[src/rtl/mod7_serial_tx.sv]
// Mod-7 residue serial link transmitter: LSB-first payload followed by 3 check bits
// that zero the frame residue. Optional check-bit error injection: MOD7_SERIAL_TX_ERRINJ_EN.
module mod7_serial_tx #(
    parameter int DATA_W = 8
) (
    input  logic              clk,
    input  logic              rst,
    input  logic [DATA_W-1:0] in_data,
    input  logic              in_valid,
`ifdef MOD7_SERIAL_TX_ERRINJ_EN
    input  logic              err_inj,
`endif
    output logic              in_ready,
    output logic              ser_out,
    output logic              ser_valid,
    output logic              sof,
    output logic              chk,
    output logic [2:0]        phase,
    output logic [2:0]        residue
);

    localparam int CNT_W = 6;
    localparam logic [CNT_W-1:0] LAST_DATA = CNT_W'(DATA_W - 1);
    localparam logic [CNT_W-1:0] LAST_CHK  = 6'd2;

    typedef enum logic [1:0] {
        ST_IDLE  = 2'd0,
        ST_DATA  = 2'd1,
        ST_CHECK = 2'd2
    } state_t;

    // Residue addition: 4-bit sum with end-around carry, 7 folds to 0.
    function automatic logic [2:0] mod7_add(input logic [2:0] a, input logic [2:0] b);
        logic [3:0] sum;
        logic [2:0] fold;
        sum  = {1'b0, a} + {1'b0, b};
        fold = sum[2:0] + {2'b00, sum[3]};
        if (fold == 3'd7) begin
            return 3'd0;
        end else begin
            return fold;
        end
    endfunction

    function automatic logic [2:0] mod7_neg(input logic [2:0] a);
        if (a == 3'd0) begin
            return 3'd0;
        end else begin
            return 3'd7 - a;
        end
    endfunction

    state_t            r_state;
    logic [DATA_W-1:0] r_shift;
    logic [CNT_W-1:0]  r_cnt;
    logic [2:0]        r_residue;
    logic [2:0]        r_n;
    logic [2:0]        r_phase;
    logic              r_inj;
    logic              r_in_ready;
    logic              r_ser_out;
    logic              r_ser_valid;
    logic              r_sof;
    logic              r_chk;

    state_t            w_nxt_state;
    logic [DATA_W-1:0] w_nxt_shift;
    logic [CNT_W-1:0]  w_nxt_cnt;
    logic [2:0]        w_nxt_residue;
    logic [2:0]        w_nxt_n;
    logic [2:0]        w_nxt_phase;
    logic              w_nxt_inj;
    logic              w_nxt_ser_out;
    logic [2:0]        w_res_fin;
    logic              w_inj_in;

`ifdef MOD7_SERIAL_TX_ERRINJ_EN
    assign w_inj_in = err_inj;
`else
    assign w_inj_in = 1'b0;
`endif

    assign w_nxt_phase = {r_phase[1:0], r_phase[2]};
    assign w_res_fin   = r_shift[0] ? mod7_add(r_residue, r_phase) : r_residue;

    // Frame sequencing: next state and datapath values.
    always_comb begin
        w_nxt_state   = r_state;
        w_nxt_shift   = r_shift;
        w_nxt_cnt     = r_cnt;
        w_nxt_residue = r_residue;
        w_nxt_n       = r_n;
        w_nxt_inj     = r_inj;
        case (r_state)
            ST_IDLE: begin
                if (in_valid) begin
                    w_nxt_state   = ST_DATA;
                    w_nxt_shift   = in_data;
                    w_nxt_cnt     = {CNT_W{1'b0}};
                    w_nxt_residue = 3'd0;
                    w_nxt_inj     = w_inj_in;
                end else begin
                    w_nxt_state = ST_IDLE;
                end
            end
            ST_DATA: begin
                w_nxt_shift   = r_shift >> 1;
                w_nxt_residue = w_res_fin;
                if (r_cnt == LAST_DATA) begin
                    w_nxt_state = ST_CHECK;
                    w_nxt_cnt   = {CNT_W{1'b0}};
                    w_nxt_n     = mod7_neg(w_res_fin);
                end else begin
                    w_nxt_cnt = r_cnt + 6'd1;
                end
            end
            ST_CHECK: begin
                if (r_cnt == LAST_CHK) begin
                    w_nxt_state = ST_IDLE;
                    w_nxt_cnt   = {CNT_W{1'b0}};
                end else begin
                    w_nxt_cnt = r_cnt + 6'd1;
                end
            end
            default: begin
                w_nxt_state = ST_IDLE;
                w_nxt_cnt   = {CNT_W{1'b0}};
            end
        endcase
    end

    // Serial bit for the coming cycle; a check bit carries the n bit matching its weight.
    always_comb begin
        w_nxt_ser_out = 1'b0;
        case (w_nxt_state)
            ST_DATA: begin
                w_nxt_ser_out = w_nxt_shift[0];
            end
            ST_CHECK: begin
                w_nxt_ser_out = (|(w_nxt_n & w_nxt_phase)) ^ (w_nxt_inj & w_nxt_phase[0]);
            end
            default: begin
                w_nxt_ser_out = 1'b0;
            end
        endcase
    end

    // State and datapath registers; reset aborts any frame in flight.
    always_ff @(posedge clk) begin
        if (rst) begin
            r_state   <= ST_IDLE;
            r_shift   <= {DATA_W{1'b0}};
            r_cnt     <= {CNT_W{1'b0}};
            r_residue <= 3'd0;
            r_n       <= 3'd0;
            r_phase   <= 3'b001;
            r_inj     <= 1'b0;
        end else begin
            r_state   <= w_nxt_state;
            r_shift   <= w_nxt_shift;
            r_cnt     <= w_nxt_cnt;
            r_residue <= w_nxt_residue;
            r_n       <= w_nxt_n;
            r_phase   <= w_nxt_phase;
            r_inj     <= w_nxt_inj;
        end
    end

    // Output registers decoded from the next state so they line up with r_state.
    always_ff @(posedge clk) begin
        if (rst) begin
            r_in_ready  <= 1'b1;
            r_ser_out   <= 1'b0;
            r_ser_valid <= 1'b0;
            r_sof       <= 1'b0;
            r_chk       <= 1'b0;
        end else begin
            r_in_ready  <= (w_nxt_state == ST_IDLE);
            r_ser_out   <= w_nxt_ser_out;
            r_ser_valid <= (w_nxt_state != ST_IDLE);
            r_sof       <= (w_nxt_state == ST_DATA) && (w_nxt_cnt == {CNT_W{1'b0}});
            r_chk       <= (w_nxt_state == ST_CHECK);
        end
    end

    assign in_ready  = r_in_ready;
    assign ser_out   = r_ser_out;
    assign ser_valid = r_ser_valid;
    assign sof       = r_sof;
    assign chk       = r_chk;
    assign phase     = r_phase;
    assign residue   = r_residue;

endmodule

[config.mk]
export PLATFORM = sky130hd
export DESIGN_NAME = mod7_serial_tx
export DESIGN_NICKNAME = d
export VERILOG_FILES = /design/src/rtl/mod7_serial_tx.sv
export SDC_FILE = /design/constraint.sdc
export NUM_CORES = 1
export LEC_CHECK = 0
export CORE_MARGIN = 10
export CORE_UTILIZATION = 55
export CTS_BUF_LIST = sky130_fd_sc_hd__clkbuf_4
export DETAILED_ROUTE_END_ITERATION = 8
export GPL_TIMING_DRIVEN = 0
export PLACE_DENSITY = 0.79
export SYNTH_ARGS = -nofsm -noshare
export SYNTH_HDL_FRONTEND = slang
export SYNTH_SLANG_ARGS = --single-unit
export TNS_END_PERCENT = 20
[constraint.sdc]
create_clock -name clk -period 3.9 [get_ports clk]
set_clock_uncertainty 0.2 [all_clocks]
set_input_delay 0.78 -clock clk [delete_from_list [all_inputs] [get_ports clk]]
set_output_delay 0.78 -clock clk [all_outputs]
set_load 0.02 [all_outputs]
==> impl_metrics.csv, run 1 <==
group,metric,value,unit
outcome,status,"finished clean",
route,antenna_left,0,
timing,finalCriticalPeriod,3000,ps
cts,clockRootBuffer,"clkbuf_4",
place,io_buffers,21,
timing,report.final.slew_viol_count,0,
final_layout,final_common_cell,"dfxtp_1",
synth,seq_area_frac_synth,36.3,%
floorplanning,initial_core_util,57.0,%
final_layout,mostFrequentLayoutCells,"dfxtp_1 (31), nor2_1 (27), clkdlybuf4s50_1 (21)",
route,routed_via_density,5.83,
synth,async_flop_share,0,%
critical_path,path_class,"reg2reg",
synth,ys_ff_latch,31,
floorplanning,die_area,0.00574,mm^2
synth,yosys_warnings,0,
synth,ys_types,50,
synth,syn-mean-instance-area,8.59,um^2
cts,cts_tree,"built",
route,routedWlPerCell,14.7,um
final_layout,finalNonFillerCells,261,
global_routing,antenna_found_initial,0,
timing,setup_viol,0,
critical_path,path_max_fanout,6,
route,dr.pass1.iters,4,
critical_path,cp_data_arrival_time,3050,ps
place,globalplace.congestion,0.880,
critical_path,r2r_cells,10,
synth,synth_fp_nets,221,
global_routing,grt_pass1_vias,1454,
final_layout,antenna_cells,0,
critical_path,crit_path_end_kind,"flip-flop",
power_and_ir_drop,power_leakage,0.811,nW
timing,tightest_slew,645,ps
cts,post_cts_buffers,0,
floorplanning,core-area,0.00300,mm^2
timing,finalHoldViolCount,0,
final_layout,fin_nets,249,
cts,cts_hold_buf,0,
timing,rsz0062_at_grt,"no",
timing,fmax,334,MHz
cts,cts.path.max_buffers,2,
global_routing,grt_util_all_layers,14.4,%
cts,clk_latency,340,ps
route,drt-total-wl,3.84,mm
cts,clock_sinks,31,
power_and_ir_drop,p_total,626,uW
place,place_worst_setup_slack,723,ps
floorplanning,dieWidth,75.8,um
place,hpwl,2.90,mm
cts,cts_max_level,2,
route,vias,1522,
power_and_ir_drop,p_per_area,311,mW/mm^2
floorplanning,io_pins,22,
min_path,hp-class,"reg2reg",
synth,ys.flop_type,"dfxtp_1",
final_layout,fillers,246,
final_layout,area_growth,17.8,%
critical_path,startpoint_type,"flip-flop",
floorplanning,std_cell_rows,20,
critical_path,cp.required,3950,ps
route,drc,0,
route,drt-initial-drc-count,103,
synth,synth_cells,199,
power_and_ir_drop,ir_worst_vdd,0.229,mV
run,maxCapViolCount,0,
global_routing,grt_pass1_wl,6.40,mm
place,placed_cells,253,
cts,numCtsBuffers,5,
timing,final.setup.worst_slack,902,ps
global_routing,grt.overflow.total,0,
cts,clk_pin_slew_worst_paths,90,ps
timing,relSlewSlack,56.8,%
global_routing,grt_max_degree,11,
timing,timing.final.crit_share,76.9,%
min_path,hold_depth,2,
timing,fin_tns_setup,0,ps
synth,syn_area,0.00171,mm^2
synth,synth-edff-count,0,
floorplanning,die_y,75.8,um
final_layout,drive_gt1_share,8.77,%
cts,postCtsResizedCells,0,
power by group:
| group | leakage [nW] | switching [mW] | internal, mW | total, mW |
|---|---|---|---|---|
| registers | 0.254 | 0.00971 | 0.331 | 0.340 |
| clock network | 0.0307 | 0.108 | 0.0736 | 0.182 |
| logic | 0.526 | 0.0564 | 0.0475 | 0.104 |
per-stage QoR:
| step | instance area, um^2 | hold slack (ps) | util, % |
|---|---|---|---|
| 3_3_place_gp | 1960 | 278 | 65.3 |
| 3_5_place_dp | 1960 | 294 | 65.3 |
| 2_1_floorplan | 1710 | 261 | - |
| 5_1_grt | 2010 | 333 | 67.1 |
| 6_report | 2010 | 307 | 67.1 |
| 4_1_cts | 2010 | 314 | 67.1 |
metal layers:
metal / up-vias / global-route usage [%] / wire length (um) / part of all wire [%]
met5: - / 0 / 0 / 0
met4: 0 / 5.98 / 36 / 0.94
met3: 4 / 4.43 / 214 / 5.6
met2: 39 / 24.7 / 1880 / 49
met1: 708 / 16.1 / 1700 / 44
li1: 771 / - / - / -
cell type report:
cell class | count | area [um^2] | area share (%)
tap | 33 | 41.3 | 2.05
multi-input combinational | 142 | 972 | 48.3
inverter | 17 | 63.8 | 3.17
clock buffer | 6 | 45.0 | 2.24
sequential | 31 | 621 | 30.8
buffer | 9 | 53.8 | 2.67
timing repair buffer | 21 | 210 | 10.4
clock inverter | 2 | 7.51 | 0.373
flip-flops by register name, summed over array words and instances, names as in the netlist:
signal / cells
ser_valid: 1
r_state: 2
ser_out: 1
r_inj: 1
in_ready: 1
sof: 1
r_cnt: 6
r_shift: 8
chk: 1
r_n: 3
residue: 3
phase: 3
synth_stat cells (all sizes together) (3+ instances only):
library cell / count / area, um^2
a211oi: 8 / 60.1
a21oi: 8 / 40.0
a2bb2oi: 3 / 26.3
a311oi: 3 / 26.3
buf: 5 / 38.8
clkbuf: 4 / 15.0
dfxtp: 31 / 621
ha: 10 / 125
inv: 17 / 63.8
nand2: 11 / 41.3
nand3: 4 / 20.0
nand4: 4 / 25.0
nor2: 27 / 101
nor2b: 5 / 31.3
nor3: 7 / 46.3
o21ai: 7 / 35.0
o22ai: 6 / 37.5
or2: 3 / 18.8
worst max-delay path: stages (launching register included):
cell and delay [ps]:
dfxtp_1 440, ha_1 200, inv_1 50, fa_1 480, inv_1 50, ha_1 360
o21ai_0 310, o32ai_4 150, a32oi_1 260, nand4_1 140, a311oi_1 270
worst paths after layout:
path	start	to	slack (ps)
max	residue[0]	ser_out	900
min	r_shift[6]	r_shift[6]	310
min reg2reg	r_shift[6]	r_shift[6]	310
max reg2reg	residue[0]	ser_out	900
cells by family (layout without fill, tap and decap cells):
logic type                 Yosys count  in the layout  synth area share [%]
buffers and inverters               26             55                  6.88
DFF                                 31             31                  36.3
AOI/OAI and AO/OA                   52             52                  22.8
and+or+nand+nor                     74             74                  22.2
adders and majority gates           11             11                  8.49
xor gates and xnor gates             4              4                  2.85
muxes                                1              1                 0.585
Note: power is estimated with default switching activity, not from simulation.
==> run 2: changes to the inputs <==
- clock period: 3.9 -> 2.9 ns (I/O delays scaled with it)
==> impl_metrics.csv, run 2 (synthesis gave the netlist of run 1 again) <==
group,metric,value,unit
outcome,status,"finished clean",
route,routed_via_density,5.86,
final_layout,drive_gt1_share,14.7,%
global_routing,grtUsageMet1,16.2,%
final_layout,largest_reg_flops,8,
global_routing,grt_pass1_wl,6.41,mm
global_routing,grt.overflow.total,0,
cts,cts_tree,"built",
timing,relSlewSlack,56.5,%
timing,finalHoldViolCount,0,
power_and_ir_drop,switching_power,240,uW
final_layout,final_cell_area,0.00209,mm^2
critical_path,path_class,"reg2reg",
cts,clock_sinks,31,
floorplanning,std_cell_rows,20,
power_and_ir_drop,p_total,853,uW
run,maxCapViolCount,0,
critical_path,startpoint_type,"flip-flop",
route,drt-initial-drc-count,164,
global_routing,grt_max_degree,11,
critical_path,cp.required,2950,ps
critical_path,cp_data_arrival_time,2850,ps
floorplanning,die_area,0.00574,mm^2
timing,tightest_slew,651,ps
critical_path,crit_path_end_kind,"flip-flop",
power_and_ir_drop,swShare,28.2,%
power_and_ir_drop,ir_worst_vdd,0.310,mV
final_layout,multiInputGateArea,0.00101,mm^2
global_routing,grt_util_all_layers,14.4,%
timing,fmax,357,MHz
route,routedWlPerCell,14.9,um
cts,clk_pin_slew_worst_paths,90,ps
power_and_ir_drop,power_frac_comb,17.7,%
route,antenna_left,0,
power_and_ir_drop,power_leakage,0.835,nW
place,globalplace.congestion,0.880,
place,io_buffers,21,
cts,clockRootBuffer,"clkbuf_4",
min_path,hp-class,"reg2reg",
cts,cts.path.max_buffers,2,
floorplanning,initial_core_util,57.0,%
final_layout,fillers,234,
timing,report.final.slew_viol_count,0,
route,dr.pass1.iters,4,
final_layout,fin_nets,253,
route,drt-total-wl,3.96,mm
global_routing,grt.busiest_layer,"met2",
critical_path,path_max_fanout,5,
floorplanning,io_pins,22,
timing,final.setup.worst_slack,95.2,ps
final_layout,antenna_cells,0,
power_and_ir_drop,p_seq_share,53.5,%
floorplanning,core-area,0.00300,mm^2
final_layout,area_growth,22.4,%
place,hpwl,2.90,mm
global_routing,grt_pass1_vias,1454,
timing,finalCriticalPeriod,2800,ps
power_and_ir_drop,p_per_area,408,mW/mm^2
floorplanning,dieWidth,75.8,um
global_routing,gr-usage-met2,24.7,%
timing,setup_viol,0,
power_and_ir_drop,power_frac_clock,28.9,%
cts,cts_max_level,2,
final_layout,regMostFlops,"r_shift",
floorplanning,die_y,75.8,um
route,vias,1554,
place,place_worst_setup_slack,-126,ps
cts,cts_hold_buf,0,
final_layout,mostFrequentLayoutCells,"nor2_1 (27), dfxtp_1 (27), clkdlybuf4s50_1 (21)",
place,placed_area,0.00196,mm^2
final_layout,ff_latch_area,633,um^2
global_routing,grt.met3_usage,4.43,%
cts,numCtsBuffers,5,
power_and_ir_drop,internal-power,613,uW
global_routing,antenna_found_initial,0,
timing,timing.final.crit_share,96.7,%
timing,rsz0062_at_grt,"no",
cts,clk_latency,340,ps
route,drc,0,
final_layout,reg_top3,"r_shift (8), r_cnt (6)",
run 2: changes by cell type in the layout (fill, tap and decap cells not counted), sizes merged:
cell,change
buf,+4
run 2: metrics by stage:
| stage | hold slack [ps] | util (%) | setup TNS, ps | cells |
|---|---|---|---|---|
| after global placement | 278 | 65.3 | -63.8 | 253 |
| after floorplan | 261 | - | 0 | 199 |
| after CTS | 302 | 67.4 | 0 | 261 |
| after detailed placement | 294 | 65.3 | -126 | 253 |
| final | 307 | 69.7 | 0 | 265 |
| after global routing | 326 | 69.7 | 0 | 265 |
run 2: worst paths after layout:
kind | from | endpoint | slack, ps | depth (start not counted)
min | r_shift[6] | r_shift[6] | 310 | 2
min reg2reg | r_shift[6] | r_shift[6] | 310 | 2
max reg2reg | phase[1] | ser_out | 100 | 10
max | phase[1] | ser_out | 100 | 10
run 2: repair_timing:
| action | in CTS | in global routing |
|---|---|---|
| setup buffers | 0 | 4 |
| pin swaps | 0 | 5 |
| gates resized for setup | 6 | 9 |
| setup endpoints to repair | 1 | 1 |
run 2: cell type report:
type,instances,area share (%)
Buffer,9,2.57
Clock inverter,2,0.359
Sequential cell,31,30.2
Timing Repair Buffer,25,11.5
Inverter,17,3.05
Multi-Input combinational cell,142,48.2
Clock buffer,6,2.15
Tap cell,33,1.97
run 2: power by group through the flow:
stage | clock network (mW) | registers [mW] | logic, mW
after floorplan | 0 | 0.473 | 0.0826
after global placement | 0 | 0.466 | 0.135
after detailed placement | 0 | 0.467 | 0.139
after CTS | 0.249 | 0.458 | 0.141
after global routing | 0.275 | 0.459 | 0.166
final | 0.246 | 0.456 | 0.151
run 2: worst max-delay path, cell delays in order, from the launching register on:
cell	delay (ps)
dfxtp_4	370
ha_1	290
a21o_1	150
a21o_1	170
ha_1	220
ha_4	160
xnor3_2	290
o32ai_4	150
a32oi_2	150
a211o_1	310
a311oi_1	250
run 2: layer usage:
metal / part of all wire [%] / wire length, um
met5: 0 / 0
met4: 0.53 / 21
met3: 7.5 / 295
met2: 50 / 1970
met1: 42 / 1680
